<file path="src/rtl/mul_issue_ctrl_pkg.sv">
// rtl/mul_issue_ctrl_pkg.sv - shared constants and helpers for the multiplier issue controller
package mul_issue_ctrl_pkg;

    localparam int MUL_NUM_RS    = 3;
    localparam int MUL_TAG_W     = 4;
    localparam int MUL_DATA_W    = 32;
    // Must equal the stage count of the multiplier being scheduled.
    localparam int MUL_LATENCY   = 6;
    localparam int MUL_BUF_DEPTH = 8;

    function automatic int rr_next(input int k, input int n);
        return (k + 1 >= n) ? 0 : k + 1;
    endfunction

endpackage

</file>
<file path="src/rtl/mul_issue_ctrl_if.sv">
// rtl/mul_issue_ctrl_if.sv - station, multiplier and CDB handshake bundle
interface mul_issue_ctrl_if #(
    parameter int NUM_RS = mul_issue_ctrl_pkg::MUL_NUM_RS,
    parameter int TAG_W  = mul_issue_ctrl_pkg::MUL_TAG_W
);
    logic [NUM_RS-1:0]       rs_req;
    logic [NUM_RS*TAG_W-1:0] rs_tag;
    logic [NUM_RS*32-1:0]    rs_a;
    logic [NUM_RS*32-1:0]    rs_b;
    logic [NUM_RS-1:0]       rs_grant;
    logic                    mul_EN;
    logic [31:0]             mul_dataIn1;
    logic [31:0]             mul_dataIn2;
    logic [31:0]             mul_result;
    logic                    cdb_require;
    logic                    cdb_requireAC;
    logic [TAG_W-1:0]        cdb_tag;
    logic [31:0]             cdb_data;
    logic                    available;

    modport master (
        output rs_req, rs_tag, rs_a, rs_b, mul_result, cdb_requireAC,
        input  rs_grant, mul_EN, mul_dataIn1, mul_dataIn2,
               cdb_require, cdb_tag, cdb_data, available
    );

    modport slave (
        input  rs_req, rs_tag, rs_a, rs_b, mul_result, cdb_requireAC,
        output rs_grant, mul_EN, mul_dataIn1, mul_dataIn2,
               cdb_require, cdb_tag, cdb_data, available
    );
endinterface

</file>
<file path="src/rtl/mul_result_fifo.sv">
// rtl/mul_result_fifo.sv - circular result buffer holding {tag, product} awaiting the CDB
module mul_result_fifo #(
    parameter int  DEPTH = 8,
    parameter int  WIDTH = 36,
    localparam int CNT_W = $clog2(DEPTH + 1),
    localparam int PTR_W = (DEPTH > 1) ? $clog2(DEPTH) : 1
) (
    input  logic             clk,
    input  logic             rst_i,
    input  logic             push_i,
    input  logic [WIDTH-1:0] push_data_i,
    input  logic             pop_i,
    output logic [WIDTH-1:0] head_data_o,
    output logic [CNT_W-1:0] count_o,
    output logic             empty_o
);
    import mul_issue_ctrl_pkg::*;

    logic [WIDTH-1:0] mem_q [DEPTH];
    logic [PTR_W-1:0] wr_ptr_q, wr_ptr_d;
    logic [PTR_W-1:0] rd_ptr_q, rd_ptr_d;
    logic [CNT_W-1:0] count_q, count_d;
    logic             do_pop;

    function automatic logic [PTR_W-1:0] ptr_inc(input logic [PTR_W-1:0] p);
        return (p == PTR_W'(DEPTH - 1)) ? '0 : p + 1'b1;
    endfunction

    assign empty_o     = (count_q == '0);
    assign count_o     = count_q;
    assign do_pop      = pop_i && !empty_o;
    assign head_data_o = empty_o ? '0 : mem_q[rd_ptr_q];

    always_comb begin
        wr_ptr_d = wr_ptr_q;
        rd_ptr_d = rd_ptr_q;
        count_d  = count_q;
        if (push_i) begin
            wr_ptr_d = ptr_inc(wr_ptr_q);
        end
        if (do_pop) begin
            rd_ptr_d = ptr_inc(rd_ptr_q);
        end
        case ({push_i, do_pop})
            2'b10:   count_d = count_q + 1'b1;
            2'b01:   count_d = count_q - 1'b1;
            default: count_d = count_q;
        endcase
    end

    always_ff @(posedge clk) begin
        if (rst_i) begin
            wr_ptr_q <= '0;
            rd_ptr_q <= '0;
            count_q  <= '0;
        end else begin
            wr_ptr_q <= wr_ptr_d;
            rd_ptr_q <= rd_ptr_d;
            count_q  <= count_d;
        end
    end

    always_ff @(posedge clk) begin
        if (push_i) begin
            mem_q[wr_ptr_q] <= push_data_i;
        end
    end

    a_count_bound: assert property (@(posedge clk) disable iff (rst_i)
        count_q <= CNT_W'(DEPTH));
    a_no_overflow: assert property (@(posedge clk) disable iff (rst_i)
        !(push_i && !do_pop && count_q == CNT_W'(DEPTH)));

endmodule

</file>
<file path="src/rtl/mul_issue_ctrl.sv">
// rtl/mul_issue_ctrl.sv - round-robin, credit-gated issue to a fixed-latency multiplier with CDB result buffer
module mul_issue_ctrl #(
    parameter int NUM_RS    = mul_issue_ctrl_pkg::MUL_NUM_RS,
    parameter int TAG_W     = mul_issue_ctrl_pkg::MUL_TAG_W,
    parameter int LATENCY   = mul_issue_ctrl_pkg::MUL_LATENCY,
    parameter int BUF_DEPTH = mul_issue_ctrl_pkg::MUL_BUF_DEPTH
) (
    input logic           clk,
    input logic           RST,
    mul_issue_ctrl_if.slave bus
);
    import mul_issue_ctrl_pkg::*;

    localparam int PTR_W = (NUM_RS > 1) ? $clog2(NUM_RS) : 1;
    localparam int CNT_W = $clog2(BUF_DEPTH + 1);

    logic [PTR_W-1:0]  rr_ptr_q, rr_ptr_d;
    logic [PTR_W-1:0]  win_idx;
    logic              found;
    logic              can_issue;
    logic [CNT_W-1:0]  inflight_cnt_q, inflight_cnt_d;
    logic [CNT_W-1:0]  fifo_count;
    logic [CNT_W:0]    credit_used;
    logic [LATENCY-1:0] vld_q, vld_d;
    logic [TAG_W-1:0]  tag_q [LATENCY];
    logic              push, pop, fifo_empty;
    logic [TAG_W+31:0] head;

    logic [31:0]      a_arr [NUM_RS];
    logic [31:0]      b_arr [NUM_RS];
    logic [TAG_W-1:0] t_arr [NUM_RS];

    for (genvar i = 0; i < NUM_RS; i++) begin : g_unpack
        assign a_arr[i] = bus.rs_a[i*32 +: 32];
        assign b_arr[i] = bus.rs_b[i*32 +: 32];
        assign t_arr[i] = bus.rs_tag[i*TAG_W +: TAG_W];
    end

    // Products already in the pipe each hold a reserved FIFO slot, so a stalled CDB never drops one.
    assign credit_used = {1'b0, inflight_cnt_q} + {1'b0, fifo_count};
    assign can_issue   = credit_used < (CNT_W+1)'(BUF_DEPTH);

    always_comb begin
        logic [PTR_W:0] cand;
        found   = 1'b0;
        win_idx = '0;
        cand    = '0;
        for (int off = 0; off < NUM_RS; off++) begin
            cand = {1'b0, rr_ptr_q} + (PTR_W+1)'(off);
            if (cand >= (PTR_W+1)'(NUM_RS)) begin
                cand = cand - (PTR_W+1)'(NUM_RS);
            end
            if (can_issue && !found && bus.rs_req[cand[PTR_W-1:0]]) begin
                found   = 1'b1;
                win_idx = cand[PTR_W-1:0];
            end
        end
    end

    assign bus.rs_grant    = found ? (NUM_RS'(1) << win_idx) : '0;
    assign bus.mul_EN      = found;
    assign bus.mul_dataIn1 = found ? a_arr[win_idx] : '0;
    assign bus.mul_dataIn2 = found ? b_arr[win_idx] : '0;
    assign bus.available   = can_issue;

    assign push = vld_q[LATENCY-1];
    assign pop  = bus.cdb_require && bus.cdb_requireAC;

    always_comb begin
        rr_ptr_d       = found ? PTR_W'(rr_next(int'(win_idx), NUM_RS)) : rr_ptr_q;
        vld_d          = {vld_q[LATENCY-2:0], found};
        inflight_cnt_d = inflight_cnt_q;
        case ({found, push})
            2'b10:   inflight_cnt_d = inflight_cnt_q + 1'b1;
            2'b01:   inflight_cnt_d = inflight_cnt_q - 1'b1;
            default: inflight_cnt_d = inflight_cnt_q;
        endcase
    end

    always_ff @(posedge clk) begin
        if (RST) begin
            rr_ptr_q       <= '0;
            inflight_cnt_q <= '0;
            vld_q          <= '0;
        end else begin
            rr_ptr_q       <= rr_ptr_d;
            inflight_cnt_q <= inflight_cnt_d;
            vld_q          <= vld_d;
        end
    end

    // Tags need no reset: only the valid bits decide whether a stage is pushed.
    always_ff @(posedge clk) begin
        tag_q[0] <= t_arr[win_idx];
        for (int i = 1; i < LATENCY; i++) begin
            tag_q[i] <= tag_q[i-1];
        end
    end

    mul_result_fifo #(
        .DEPTH (BUF_DEPTH),
        .WIDTH (TAG_W + 32)
    ) u_fifo (
        .clk         (clk),
        .rst_i       (RST),
        .push_i      (push),
        .push_data_i ({tag_q[LATENCY-1], bus.mul_result}),
        .pop_i       (pop),
        .head_data_o (head),
        .count_o     (fifo_count),
        .empty_o     (fifo_empty)
    );

    assign bus.cdb_require = !fifo_empty;
    assign bus.cdb_tag     = head[TAG_W+31:32];
    assign bus.cdb_data    = head[31:0];

endmodule
</file>
<file path="src/flat_wrapper.sv">
// flat-port wrapper written by rule: the top's interface ports become plain ports
module mul_issue_ctrl_flat import mul_issue_ctrl_pkg::*;
#(
    parameter int NUM_RS    = mul_issue_ctrl_pkg::MUL_NUM_RS,
    parameter int TAG_W     = mul_issue_ctrl_pkg::MUL_TAG_W,
    parameter int LATENCY   = mul_issue_ctrl_pkg::MUL_LATENCY,
    parameter int BUF_DEPTH = mul_issue_ctrl_pkg::MUL_BUF_DEPTH
)
  (clk, RST, bus_rs_req, bus_rs_tag, bus_rs_a, bus_rs_b, bus_mul_result, bus_cdb_requireAC, bus_rs_grant, bus_mul_EN, bus_mul_dataIn1, bus_mul_dataIn2, bus_cdb_require, bus_cdb_tag, bus_cdb_data, bus_available);
  mul_issue_ctrl_if #(.NUM_RS(NUM_RS), .TAG_W(TAG_W)) bus_i ();
  input logic clk;
  input logic RST;
  input wire logic [$bits(bus_i.rs_req)-1:0] bus_rs_req;
  input wire logic [$bits(bus_i.rs_tag)-1:0] bus_rs_tag;
  input wire logic [$bits(bus_i.rs_a)-1:0] bus_rs_a;
  input wire logic [$bits(bus_i.rs_b)-1:0] bus_rs_b;
  input wire logic [$bits(bus_i.mul_result)-1:0] bus_mul_result;
  input wire logic [$bits(bus_i.cdb_requireAC)-1:0] bus_cdb_requireAC;
  output wire logic [$bits(bus_i.rs_grant)-1:0] bus_rs_grant;
  output wire logic [$bits(bus_i.mul_EN)-1:0] bus_mul_EN;
  output wire logic [$bits(bus_i.mul_dataIn1)-1:0] bus_mul_dataIn1;
  output wire logic [$bits(bus_i.mul_dataIn2)-1:0] bus_mul_dataIn2;
  output wire logic [$bits(bus_i.cdb_require)-1:0] bus_cdb_require;
  output wire logic [$bits(bus_i.cdb_tag)-1:0] bus_cdb_tag;
  output wire logic [$bits(bus_i.cdb_data)-1:0] bus_cdb_data;
  output wire logic [$bits(bus_i.available)-1:0] bus_available;
  assign bus_i.rs_req = bus_rs_req;
  assign bus_i.rs_tag = bus_rs_tag;
  assign bus_i.rs_a = bus_rs_a;
  assign bus_i.rs_b = bus_rs_b;
  assign bus_i.mul_result = bus_mul_result;
  assign bus_i.cdb_requireAC = bus_cdb_requireAC;
  assign bus_rs_grant = bus_i.rs_grant;
  assign bus_mul_EN = bus_i.mul_EN;
  assign bus_mul_dataIn1 = bus_i.mul_dataIn1;
  assign bus_mul_dataIn2 = bus_i.mul_dataIn2;
  assign bus_cdb_require = bus_i.cdb_require;
  assign bus_cdb_tag = bus_i.cdb_tag;
  assign bus_cdb_data = bus_i.cdb_data;
  assign bus_available = bus_i.available;
  mul_issue_ctrl #(.NUM_RS(NUM_RS), .TAG_W(TAG_W), .LATENCY(LATENCY), .BUF_DEPTH(BUF_DEPTH)) u_core (.clk(clk), .RST(RST), .bus(bus_i));
endmodule
</file>
<file path="config.mk">
export PLATFORM = sky130hd
export DESIGN_NAME = mul_issue_ctrl_flat
export DESIGN_NICKNAME = d
export VERILOG_FILES = /design/src/rtl/mul_issue_ctrl_pkg.sv /design/src/rtl/mul_issue_ctrl_if.sv /design/src/rtl/mul_result_fifo.sv /design/src/rtl/mul_issue_ctrl.sv /design/src/flat_wrapper.sv
export SDC_FILE = /design/constraint.sdc
export NUM_CORES = 1
export LEC_CHECK = 0
export CORE_MARGIN = 2
export CORE_UTILIZATION = 45
export CTS_CLUSTER_DIAMETER = 50
export DETAILED_ROUTE_END_ITERATION = 7
export HOLD_SLACK_MARGIN = 0.03
export PLACE_DENSITY = 0.77
export SLEW_MARGIN = 20
export SYNTH_ARGS = -nofsm -noshare
export SYNTH_HDL_FRONTEND = slang
export SYNTH_SLANG_ARGS = --single-unit
</file>
<file path="constraint.sdc">
create_clock -name clk -period 3.7 [get_ports clk]
set_input_delay 0.555 -clock clk [delete_from_list [all_inputs] [get_ports clk]]
set_output_delay 0.555 -clock clk [all_outputs]
set_load 0.005 [all_outputs]
</file>
==> results by group, run 1 <==
Logic synthesis
  – Synth top area share: 61.55%
  – Syn Std Cell Area: 0.01405 sq mm
  – FF+latch count, synth: 337
  – Count leader, synth: edfxtp_1
  – Sequential fraction of the synthesis area: 68.53%
  – Mapped Nets: 1124
  – Top post-synthesis cells by area: edfxtp_1 62%, mux4_2 12%, dfxtp_1 7.0%
  – Post-synthesis async set-or-reset flop share: 0%
  – Mapped Cells: 866
  – Primary FF master, synth: edfxtp_1
  – Yosys warnings: 0
  – Post-Syn Area per Cell: 16.23 sq um
  – Synth cell count leaders: 288 x edfxtp_1, 72 x mux4_2, 64 x nor2_1
  – Netlist cell types: 47
  – Post-synth EDFFs: 288
  – Area leader, netlist: edfxtp_1

Clock network
  – Cts-stage hold buffer count: 0
  – Clock sinks: 337
  – H-tree Lvls: 2
  – Worst-path clk slew: 0.06 ns
  – TritonCTS Buffers: 34
  – CTS max path bufs: 3
  – Root Buffer: clkbuf_16
  – Clock latency at the later pin of the worst-skew pair: 0.51 ns
  – CTS tree: built

Critical path
  – CP Data Arrival Time: 3.07 ns
  – WP data required: 3.14 ns
  – Worst Setup Path Type: flip-flop to primary output
  – Critical path fanouts, max: 5
  – Worst Setup End Kind: primary output
  – CP Launch Type: flip-flop

Hold path
  – Hold WC Path Type: flip-flop to flip-flop

Routing
  – Routed Antenna Nets: 0
  – Metal2 WL: 21830 um
  – DRT iter0 DRCs: 819
  – Vias/cell: 5.604
  – Routed met3 length: 3584 um
  – Wire length on met1: 16670 um
  – Residual DRC: 0
  – Routed length per instance: 25.58 um
  – DRT Wirelength: 43130 um
  – Vias: 9448
  – Uppermost routed layer: met4
  – DR pass1 iterations: 5

Floorplanning
  – Die ar.: 0.03265 sq mm
  – Rows: 64
  – Die Wd: 180.7 um
  – Initial Util: 45.81%
  – I/O pin cnt: 348
  – Core area: 0.03067 sq mm
  – Die H: 180.7 um

Place
  – Gpl congestion: 0.9757
  – Setup WS pre-CTS: -0.09723 ns
  – Port buffer count: 347
  – DP Wirelength: 30320 um

Timing
  – Final worst slack: 0.07353 ns
  – Setup TNS: 0 ns
  – Slew Viols, Final: 0
  – Slew margin rel.: 34.31%
  – Max Freq: 0.2758 GHz
  – Fin crit period: 3.626 ns
  – Final Hold Viols: 0
  – Setup Skew: 0.01011 ns
  – RSZ-0062 raised after global routing: no
  – Period utilisation layout: 98.01%
  – Worst slew pin tran: 0.9823 ns
  – # setup viols final: 0

Final layout
  – P&R area growth vs syn: 38.53%
  – Fillcell total: 2157
  – Final nets: 1518
  – Fraction of layout cells with a size suffix above 1: 20.98%
  – Register Area: 0.009638 sq mm
  – Area taken by multi-input logic gates: 0.004081 sq mm

Power
  – Pwr per Cell Area: 531.7 mW/mm^2
  – Pwr Total: 10.35 mW
  – Peak VDD IR: 0.4063 mV
  – Leakage Power: 6.745 nW

Outcome
  – Outcome: finished clean

GRT
  – Initial antenna violation count: 9
  – GRT Total Usage: 26.08%
  – Largest net degree at the start of global routing: 41
  – First-pass GRT wire length: 62480 um
  – Number of global-route vias before repair: 9639
  – Grt ovf: 0

Run
  – Maxcap violations: 0
[registers in the layout, summed over array words and instances, names as in the netlist, named ones only]
signal                  flops
u_core.u_fifo.mem_q       288
u_core.tag_q               24
u_core.vld_q                6
u_core.inflight_cnt_q       4
u_core.u_fifo.count_o       4
u_core.u_fifo.rd_ptr_q      3
u_core.u_fifo.wr_ptr_q      3
u_core.rr_ptr_q             2
[layer usage]
| metal | GRT usage, % | up-vias |
|---|---|---|
| met5 | 0 | - |
| met2 | 44.21 | 499 |
| met1 | 33.16 | 4704 |
| met4 | 8.226 | 0 |
| met3 | 6.430 | 65 |
| li1 | - | 4180 |
[cell type report]
| class | count | share of cell area [%] |
|---|---|---|
| flip-flops and latches | 337 | 49.51 |
| multi-input cells | 418 | 20.97 |
| repair buffers | 410 | 20.25 |
| clock buffers | 40 | 4.596 |
| well taps | 396 | 2.545 |
| inverters | 59 | 1.138 |
| clock inverters | 18 | 0.8871 |
| diodes | 8 | 0.1028 |
[cells in the final DEF (no fill, tap or decap), types with 5 or more instances in the layout]
cell type and count:
a21oi_1 24, a21oi_2 5, a22oi_1 62, buf_12 11
buf_4 48, buf_6 6, clkbuf_1 5, clkbuf_16 36
clkbuf_2 37, clkdlybuf4s50_1 282, dfxtp_1 46, diode_2 8
dlygate4sd2_1 12, edfxtp_1 288, ha_1 15, inv_1 58
mux2i_1 39, mux4_2 72, nand2_1 9, nand3_1 19
nor2_1 58, nor2_4 6, nor2b_1 7, nor3b_1 6
o21ai_0 11, o21ai_1 31, o21ai_2 9, xor2_1 5
[critical path, cell delays in order, from the launching register on]
cell       delay (ns)
dfxtp_1          0.31
ha_1             0.28
a31o_1           0.20
a2111oi_4        0.42
buf_4            0.19
a21boi_4         0.22
buf_12           0.15
buf_12           0.11
buf_4            0.11
a22oi_1          0.10
a21oi_2          0.21
buf_4            0.18
buf_12           0.10
[cell families after synthesis]
| group | count (synthesis) | share of synthesized area (%) |
|---|---|---|
| xor+xnor | 7 | 0.4363 |
| fa+ha+maj | 17 | 1.549 |
| simple gates | 120 | 3.954 |
| buf+inv | 112 | 3.500 |
| flops | 337 | 68.53 |
| compound gates | 162 | 7.712 |
| mux | 111 | 14.32 |
[report_power, final]
part | switching [mW] | internal [mW] | total (mW)
Sequential | 0.0856 | 4.31 | 4.39
Clock | 1.40 | 1.89 | 3.29
Combinational | 1.36 | 1.31 | 2.67
Total | 2.85 | 7.50 | 10.4
[repair_timing]
action | 4_1_cts | 5_1_grt
pin swaps | 8 | 9
buffers inserted | 12 | 4
endpoints found under the setup margin | 65 | 57
resized for setup | 96 | 94
cloned | 3 | 1
[final timing paths]
path,start,endpoint,slack [ns],cells past startpoint
worst max register to register,u_core.u_fifo.count_o[1]$_SDFFE_PP0P_,u_core.inflight_cnt_q[2]$_SDFFE_PP0P_,0.34,14
worst max-delay path,u_core.u_fifo.count_o[1]$_SDFFE_PP0P_,bus_mul_dataIn2[24],0.07,12
worst min register to register,u_core.tag_q[4][2]$_DFF_P_,u_core.tag_q[5][2]$_DFF_P_,0.33,0
worst min-delay path,u_core.tag_q[4][2]$_DFF_P_,u_core.tag_q[5][2]$_DFF_P_,0.33,0
[through the flow]
step | hold WS (ns) | instance area [sq um] | cells | util [%]
floorplan | 0.3096 | 14050 | 866 | -
global placement | 0.3133 | 18250 | 1600 | 59.51
detailed placement | 0.3121 | 18250 | 1600 | 59.51
CTS | 0.3219 | 19480 | 1673 | 63.52
global route | 0.3262 | 19460 | 1685 | 63.46
finish | 0.3261 | 19460 | 1686 | 63.47
Power figures use the tool's default switching activity.
==> run 2: changes to the inputs <==
--- a/config.mk
+++ b/config.mk
@@ -8,6 +8,7 @@
 export CORE_MARGIN = 2
 export CORE_UTILIZATION = 45
 export CTS_CLUSTER_DIAMETER = 50
+export CTS_CLUSTER_SIZE = 30
 export DETAILED_ROUTE_END_ITERATION = 7
 export HOLD_SLACK_MARGIN = 0.03
 export PLACE_DENSITY = 0.77
==> run 2 against run 1 <==
Maximum frequency up 0.83%. Sequential power about the same. Clock skew up 0.0096 ns. Global-route usage down 0.29 points. Worst hold slack better by 0.00083 ns. Critical endpoint is now bus_mul_dataIn1[11]. Highest routed layer unchanged. Power down 2.5%. Count of clock-buffer cells in the layout down 12.
==> results by group, run 2 (same netlist as run 1, synthesis figures left out) <==
Power
  – Pwr per Cell Area: 519.6 mW/mm^2 (was 531.7 mW/mm^2)
  – Leakage Power: 6.728 nW (was 6.745 nW)
  – Pwr Total: 10.10 mW (was 10.35 mW)
  – Peak VDD IR: 0.3831 mV (was 0.4063 mV)

Floorplanning
  – I/O pin cnt: 348 (unchanged)
  – Die H: 180.7 um (unchanged)
  – Die ar.: 0.03265 sq mm (unchanged)
  – Initial Util: 45.81% (unchanged)
  – Core area: 0.03067 sq mm (unchanged)
  – Die Wd: 180.7 um (unchanged)
  – Rows: 64 (unchanged)

Clock network
  – Worst-path clk slew: 0.08 ns (was 0.06 ns)
  – Root Buffer: clkbuf_16 (unchanged)
  – Clock latency at the later pin of the worst-skew pair: 0.55 ns (was 0.51 ns)
  – Clock sinks: 337 (unchanged)
  – CTS max path bufs: 3 (unchanged)
  – H-tree Lvls: 1 (was 2)
  – TritonCTS Buffers: 27 (was 34)
  – Cts-stage hold buffer count: 0 (unchanged)
  – CTS tree: built (unchanged)

Timing
  – Slew Viols, Final: 0 (unchanged)
  – Worst slew pin tran: 0.9686 ns (was 0.9823 ns)
  – Setup TNS: 0 ns (unchanged)
  – Period utilisation layout: 97.21% (was 98.01%)
  – Fin crit period: 3.597 ns (was 3.626 ns)
  – Slew margin rel.: 35.22% (was 34.31%)
  – # setup viols final: 0 (unchanged)
  – Final worst slack: 0.1034 ns (was 0.07353 ns)
  – Setup Skew: 0.01972 ns (was 0.01011 ns)
  – Final Hold Viols: 0 (unchanged)
  – Max Freq: 0.2780 GHz (was 0.2758 GHz)

Final layout
  – Utilization after layout: 63.36% (was 63.47%)
  – Most flops, register: u_core.u_fifo.mem_q (unchanged)
  – Fraction of layout cells with a size suffix above 1: 19.07% (was 20.98%)
  – Number of flip-flops in the largest register: 288 (unchanged)
  – Most frequent cells in the layout: 288 x edfxtp_1, 282 x clkdlybuf4s50_1, 72 x mux4_2, 62 x a22oi_1 (unchanged)
  – Top flop regs: u_core.u_fifo.mem_q: 288 flops, u_core.tag_q: 24 flops, u_core.vld_q: 6 flops (unchanged)
  – Commonest non-fill, non-tap cell in the layout: edfxtp_1 (unchanged)
  – Fillcell total: 2152 (was 2157)
  – P&R area growth vs syn: 38.30% (was 38.53%)
  – Final nets: 1507 (was 1518)

Critical path
  – Reg2reg start: u_core.u_fifo.count_o[1]$_SDFFE_PP0P_ (unchanged)
  – Max stage delay on crit path: 0.41 ns (was 0.42 ns)
  – R2r worst-path depth: 14 (unchanged)
  – Worst Setup Path Type: flip-flop to primary output (unchanged)
  – WP buf/inv: 5 (was 6)
  – CP Launch Type: flip-flop (unchanged)
  – CP Data Arrival Time: 3.04 ns (was 3.07 ns)
  – Top delay family on crit path: buffers and inverters (was compound AO/OA/AOI/OAI gates)
  – Critical Path Source: u_core.rr_ptr_q[0]$_SDFFE_PP0P_ (was u_core.u_fifo.count_o[1]$_SDFFE_PP0P_)
  – WP data required: 3.14 ns (about the same)
  – Capture point of the worst reg-to-reg path: u_core.inflight_cnt_q[2]$_SDFFE_PP0P_ (unchanged)
  – Worst R2R Setup Slack: 0.40 ns (was 0.34 ns)
  – Cell count along the critical path: 10 (was 12)
  – Critical Path, Cell by Cell: inv_1, ha_2, maj3_1, o211ai_4, clkinv_4, buf_12, buf_4, a22oi_1, o21ai_1, dlygate4sd2_1 (was ha_1, a31o_1, a2111oi_4, buf_4, a21boi_4, buf_12, buf_12, buf_4, a22oi_1, a21oi_2, buf_4, buf_12)
  – Crit path to: bus_mul_dataIn1[11] (was bus_mul_dataIn2[24])
  – Slowest CP cell: maj3_1 (was a2111oi_4)
  – Worst Setup End Kind: primary output (unchanged)
  – Critical path fanouts, max: 7 (was 5)

Routing
  – Vias: 9426 (was 9448)
  – Vias/cell: 5.641 (was 5.604)
  – Routed Antenna Nets: 0 (unchanged)
  – DRT iter0 DRCs: 820 (was 819)
  – DR pass1 iterations: 5 (unchanged)
  – Residual DRC: 0 (unchanged)
  – DRT Wirelength: 42810 um (was 43130 um)
  – Routed length per instance: 25.62 um (was 25.58 um)

Outcome
  – Outcome: finished clean (unchanged)

Place
  – DP Wirelength: 30320 um (unchanged)
  – Setup WS pre-CTS: -0.09723 ns (unchanged)
  – Port buffer count: 347 (unchanged)
  – Gpl congestion: 0.9757 (unchanged)

GRT
  – Number of global-route vias before repair: 9551 (was 9639)
  – First-pass GRT wire length: 62070 um (was 62480 um)
  – Grt ovf: 0 (unchanged)
  – GRT Total Usage: 25.79% (was 26.08%)
  – Largest net degree at the start of global routing: 41 (unchanged)
  – Initial antenna violation count: 9 (unchanged)

Run
  – Maxcap violations: 0 (unchanged)

Hold path
  – Hold WC Path Type: flip-flop to flip-flop (unchanged)
## run 2: cell types whose count changed in the layout (fill, tap and decap cells not counted), moves of 5 or more
| cell | before | now |
|---|---|---|
| clkinv_8 | 0 | 5 |
| clkbuf_2 | 37 | 14 |
| o21ai_2 | 9 | 4 |
| dlygate4sd2_1 | 12 | 35 |
| inv_12 | 0 | 6 |
| clkbuf_16 | 36 | 27 |
## run 2: cell type report
cell class | count | area [sq um] | area share [%]
antenna | 6 | 15.01 | 0.07726
clock buffer | 28 | 679.4 | 3.496
clock inverter | 21 | 311.5 | 1.603
inverter | 59 | 226.5 | 1.165
multi-input combinational | 418 | 4084 | 21.02
sequential | 337 | 9643 | 49.62
tap | 396 | 495.5 | 2.550
timing repair buffer | 406 | 3978 | 20.47
## run 2: metal layers
layer / track usage [%] / wire length [um]
met4: 7.097 / 1107
met5: 0 / 0
met1: 33.18 / 16380
met2: 44.15 / 21600
met3: 5.886 / 3728
## run 2: how the worst min path moves through the flow
stage / start / end / slack [ns] / depth (start not counted)
final: u_core.tag_q[1][1]$_DFF_P_ / u_core.tag_q[2][1]$_DFF_P_ / 0.33 / 0
after global routing: u_core.tag_q[1][1]$_DFF_P_ / u_core.tag_q[2][1]$_DFF_P_ / 0.32 / 0
after CTS: u_core.tag_q[1][1]$_DFF_P_ / u_core.tag_q[2][1]$_DFF_P_ / 0.32 / 0
after detailed placement: u_core.tag_q[4][2]$_DFF_P_ / u_core.tag_q[5][2]$_DFF_P_ / 0.31 / 0
after global placement: u_core.tag_q[4][0]$_DFF_P_ / u_core.tag_q[5][0]$_DFF_P_ / 0.31 / 0
after floorplan: u_core.tag_q[0][0]$_DFF_P_ / u_core.tag_q[1][0]$_DFF_P_ / 0.31 / 0
## run 2: power breakdown
group	internal (mW)	switching, mW
Clock	1.50	1.57
Sequential	4.30	0.0876
Combinational	1.30	1.34
## run 2: repair_timing
action                                  in CTS  in global routing
setup buffers                                9                  5
gates resized for setup                    100                 47
gates cloned                                 3                  0
pin swaps                                    9                  5
endpoints found under the setup margin      65                 60
endpoints found under the hold margin        0                  0
## run 2: worst reg2reg max path: cells and delay by family, from the launching register on
kind,cells,cell delay [ns]
AO/OA/AOI/OAI,5,0.91
XOR/XNOR,2,0.26
adder cells (fa/ha/maj),3,0.75
buffers and inverters,3,0.62
flip-flops,1,0.34
AND/OR/NAND/NOR,1,0.31
## run 2: stage by stage
step / std cells / hold slack [ns] / area [sq um]
after detailed placement: 1600 / 0.3121 / 18250
after global placement: 1600 / 0.3133 / 18250
after floorplan: 866 / 0.3096 / 14050
final: 1671 / 0.3269 / 19430
after global routing: 1671 / 0.3227 / 19430
after CTS: 1661 / 0.3218 / 19380
==> run 3: changes to the inputs <==
--- a/config.mk
+++ b/config.mk
@@ -5,13 +5,15 @@
 export SDC_FILE = /design/constraint.sdc
 export NUM_CORES = 1
 export LEC_CHECK = 0
+export CELL_PAD_IN_SITES_DETAIL_PLACEMENT = 1
+export CELL_PAD_IN_SITES_GLOBAL_PLACEMENT = 2
 export CORE_MARGIN = 2
-export CORE_UTILIZATION = 45
+export CORE_UTILIZATION = 31
 export CTS_CLUSTER_DIAMETER = 50
 export CTS_CLUSTER_SIZE = 30
 export DETAILED_ROUTE_END_ITERATION = 7
 export HOLD_SLACK_MARGIN = 0.03
-export PLACE_DENSITY = 0.77
+export PLACE_DENSITY_LB_ADDON = 0.1
 export SLEW_MARGIN = 20
 export SYNTH_ARGS = -nofsm -noshare
 export SYNTH_HDL_FRONTEND = slang
==> run 3 against run 2 <==
First-iteration DRC count is 55% lower. Count of clock-buffer cells in the layout is 3 higher. Final area up 2.0%. Worst hold slack got worse by 0.0049 ns. Maximum frequency increased by 0.76%. Via count shrank 3.8%. Global-route usage down 7.7 points. Die area grew 44%. Critical path depth grew 3. Largest power group unchanged. Highest routed layer unchanged.
==> results by group, run 3 (same netlist as run 1, synthesis figures left out) <==
Critical path
  – Max stage delay on crit path: 0.33 ns (was 0.41 ns)
  – CP Data Arrival Time: 3.01 ns (was 3.04 ns)
  – WP data required: 3.14 ns (about the same)
  – Critical Path, Cell by Cell: ha_4, a31o_1, a2111oi_4, buf_4, buf_12, a21boi_4, buf_12, buf_16, buf_6, buf_6, a22oi_1, o21ai_1, buf_2 (was inv_1, ha_2, maj3_1, o211ai_4, clkinv_4, buf_12, buf_4, a22oi_1, o21ai_1, dlygate4sd2_1)
  – CP Launch Type: flip-flop (unchanged)
  – Slowest CP cell: dfxtp_2 (was maj3_1)
  – Critical path fanouts, max: 6 (was 7)
  – Worst R2R Setup Slack: 0.62 ns (was 0.40 ns)
  – R2r worst-path depth: 14 (unchanged)
  – Worst Setup Path Type: flip-flop to primary output (unchanged)
  – Worst Setup End Kind: primary output (unchanged)

Clock network
  – Worst-path clk slew: 0.06 ns (was 0.08 ns)
  – TritonCTS Buffers: 30 (was 27)
  – Clock sinks: 337 (unchanged)
  – CTS tree: built (unchanged)
  – Root Buffer: clkbuf_16 (unchanged)
  – Clock latency at the later pin of the worst-skew pair: 0.58 ns (was 0.55 ns)
  – H-tree Lvls: 1 (unchanged)
  – CTS max path bufs: 3 (unchanged)

Routing
  – Routed Antenna Nets: 0 (unchanged)
  – Vias: 9071 (was 9426)
  – Vias/cell: 4.799 (was 5.641)
  – DRT Wirelength: 43090 um (was 42810 um)
  – DR pass1 iterations: 4 (was 5)
  – Residual DRC: 0 (unchanged)
  – DRT iter0 DRCs: 365 (was 820)
  – Routed length per instance: 22.80 um (was 25.62 um)

Floorplanning
  – Rows: 78 (was 64)
  – I/O pin cnt: 348 (unchanged)
  – Die H: 216.9 um (was 180.7 um)
  – Die ar.: 0.04705 sq mm (was 0.03265 sq mm)
  – Core area: 0.04509 sq mm (was 0.03067 sq mm)
  – Die Wd: 216.9 um (was 180.7 um)
  – Initial Util: 31.16% (was 45.81%)

Final layout
  – Top flop regs: u_core.u_fifo.mem_q: 288 flops, u_core.tag_q: 24 flops, u_core.vld_q: 6 flops (unchanged)
  – Final nets: 1520 (was 1507)
  – Most flops, register: u_core.u_fifo.mem_q (unchanged)
  – Fraction of layout cells with a size suffix above 1: 19.94% (was 19.07%)
  – Most frequent cells in the layout: 288 x edfxtp_1, 283 x clkdlybuf4s50_1, 72 x mux4_2, 61 x a22oi_1 (was 288 x edfxtp_1, 282 x clkdlybuf4s50_1, 72 x mux4_2, 62 x a22oi_1)
  – P&R area growth vs syn: 41.12% (was 38.30%)
  – Number of flip-flops in the largest register: 288 (unchanged)
  – Utilization after layout: 43.98% (was 63.36%)
  – Commonest non-fill, non-tap cell in the layout: edfxtp_1 (unchanged)
  – Post-route insts no fill: 1890 (was 1671)

GRT
  – Number of global-route vias before repair: 10096 (was 9551)
  – Initial antenna violation count: 6 (was 9)
  – Largest net degree at the start of global routing: 37 (was 41)
  – Grt ovf: 0 (unchanged)
  – GRT Total Usage: 18.08% (was 25.79%)
  – First-pass GRT wire length: 63270 um (was 62070 um)

Timing
  – Worst slew pin tran: 0.8566 ns (was 0.9686 ns)
  – Max Freq: 0.2802 GHz (was 0.2780 GHz)
  – Period utilisation layout: 96.47% (was 97.21%)
  – Setup Skew: 0.03208 ns (was 0.01972 ns)
  – Final worst slack: 0.1306 ns (was 0.1034 ns)
  – Hold slack: 0.3220 ns (was 0.3269 ns)
  – Slew margin rel.: 42.76% (was 35.22%)
  – Slew Viols, Final: 0 (unchanged)
  – RSZ-0062 raised after global routing: yes
  – # setup viols final: 0 (unchanged)
  – Final Hold Viols: 0 (unchanged)
  – Fin crit period: 3.569 ns (was 3.597 ns)

Power
  – Gate power share: 25.1% (was 26.1%)
  – Peak VDD IR: 0.2674 mV (was 0.3831 mV)
  – Sw power: 2.799 mW (was 2.995 mW)
  – Clock Power Share: 31.4% (was 30.4%)
  – Pwr Total: 10.09 mW (was 10.10 mW)
  – Power share of the sequential group: 43.5% (about the same)
  – Pint: 7.293 mW (was 7.101 mW)
  – Leakage Power: 6.865 nW (was 6.728 nW)
  – Pwr per Cell Area: 508.9 mW/mm^2 (was 519.6 mW/mm^2)
  – Switching Fraction: 27.74% (was 29.67%)

Hold path
  – Hold WC Path Type: flip-flop to flip-flop (unchanged)
  – Hold depth: 0 (unchanged)

Place
  – Gpl congestion: 0.7564 (was 0.9757)
  – DP Cell Count: 1804 (was 1600)
  – Setup WS pre-CTS: -0.02855 ns (was -0.09723 ns)
  – Port buffer count: 347 (unchanged)
  – DP Wirelength: 28420 um (was 30320 um)

Run
  – Maxcap violations: 0 (unchanged)

Outcome
  – Outcome: finished clean (unchanged)
## run 3: changes by cell type in the layout (fill, tap and decap cells not counted), sizes merged, moves of 2 or more
cell	change
dlygate4sd2	-12
bufbuf	+2
dlymetal6s2s	+5
clkbuf	-2
buf	+21
clkinvlp	+2
inv	-5
clkinv	+4
## run 3: worst paths after layout
path                                                       startpoint                                     to
worst max register to register        u_core.rr_ptr_q[1]$_SDFFE_PP0P_  u_core.inflight_cnt_q[2]$_SDFFE_PP0P_
worst min-delay path                       u_core.tag_q[1][0]$_DFF_P_             u_core.tag_q[2][0]$_DFF_P_
worst max-delay path            u_core.u_fifo.count_o[1]$_SDFFE_PP0P_                    bus_mul_dataIn2[26]
worst min register to register             u_core.tag_q[1][0]$_DFF_P_             u_core.tag_q[2][0]$_DFF_P_
## run 3: routing by layer
layer | up-vias | GRT usage [%] | wire, um
met1 | 4568 | 20.44 | 16280
li1 | 4186 | - | -
met2 | 274 | 34.21 | 23360
met3 | 43 | 3.760 | 2601
met5 | - | 0 | 0
met4 | 0 | 5.068 | 854
## run 3: layout make-up
type | count | area (sq um)
clock buffers | 31 | 775.7
inverters | 59 | 226.5
repair buffers | 417 | 4111
well taps | 600 | 750.7
diodes | 6 | 15.01
multi-input cells | 417 | 4055
flip-flops and latches | 337 | 9643
fillers | 4575 | 25260
clock inverters | 23 | 251.5
## run 3: timing repair
item,CTS,global route
pin swaps,2,5
setup endpoints to repair,65,58
gates cloned,3,2
gates resized for setup,137,46
hold buffers,0,0
setup buffers,9,13
## run 3: through the flow
step | area [sq um] | setup TNS (ns)
5_1_grt | 19830 | -0.1127
3_5_place_dp | 18520 | -0.02855
6_report | 19830 | 0
4_1_cts | 19630 | -0.5936
2_1_floorplan | 14050 | 0
3_3_place_gp | 18520 | 0
## run 3: critical path: cells and delay by family (launching register included)
kind	cells	cell delay, ns
DFF	1	0.33
adders and majority gates	1	0.22
buffers and inverters	7	0.99
AOI/OAI and AO/OA	5	0.91
## run 3: power groups by stage
stage	Clock (mW)	Sequential [mW]	Combinational (mW)
after floorplan	0	4.44	1.00
after global placement	0	4.47	2.51
after detailed placement	0	4.48	2.50
after CTS	3.28	4.39	2.51
after global routing	3.40	4.41	2.77
final	3.17	4.39	2.53
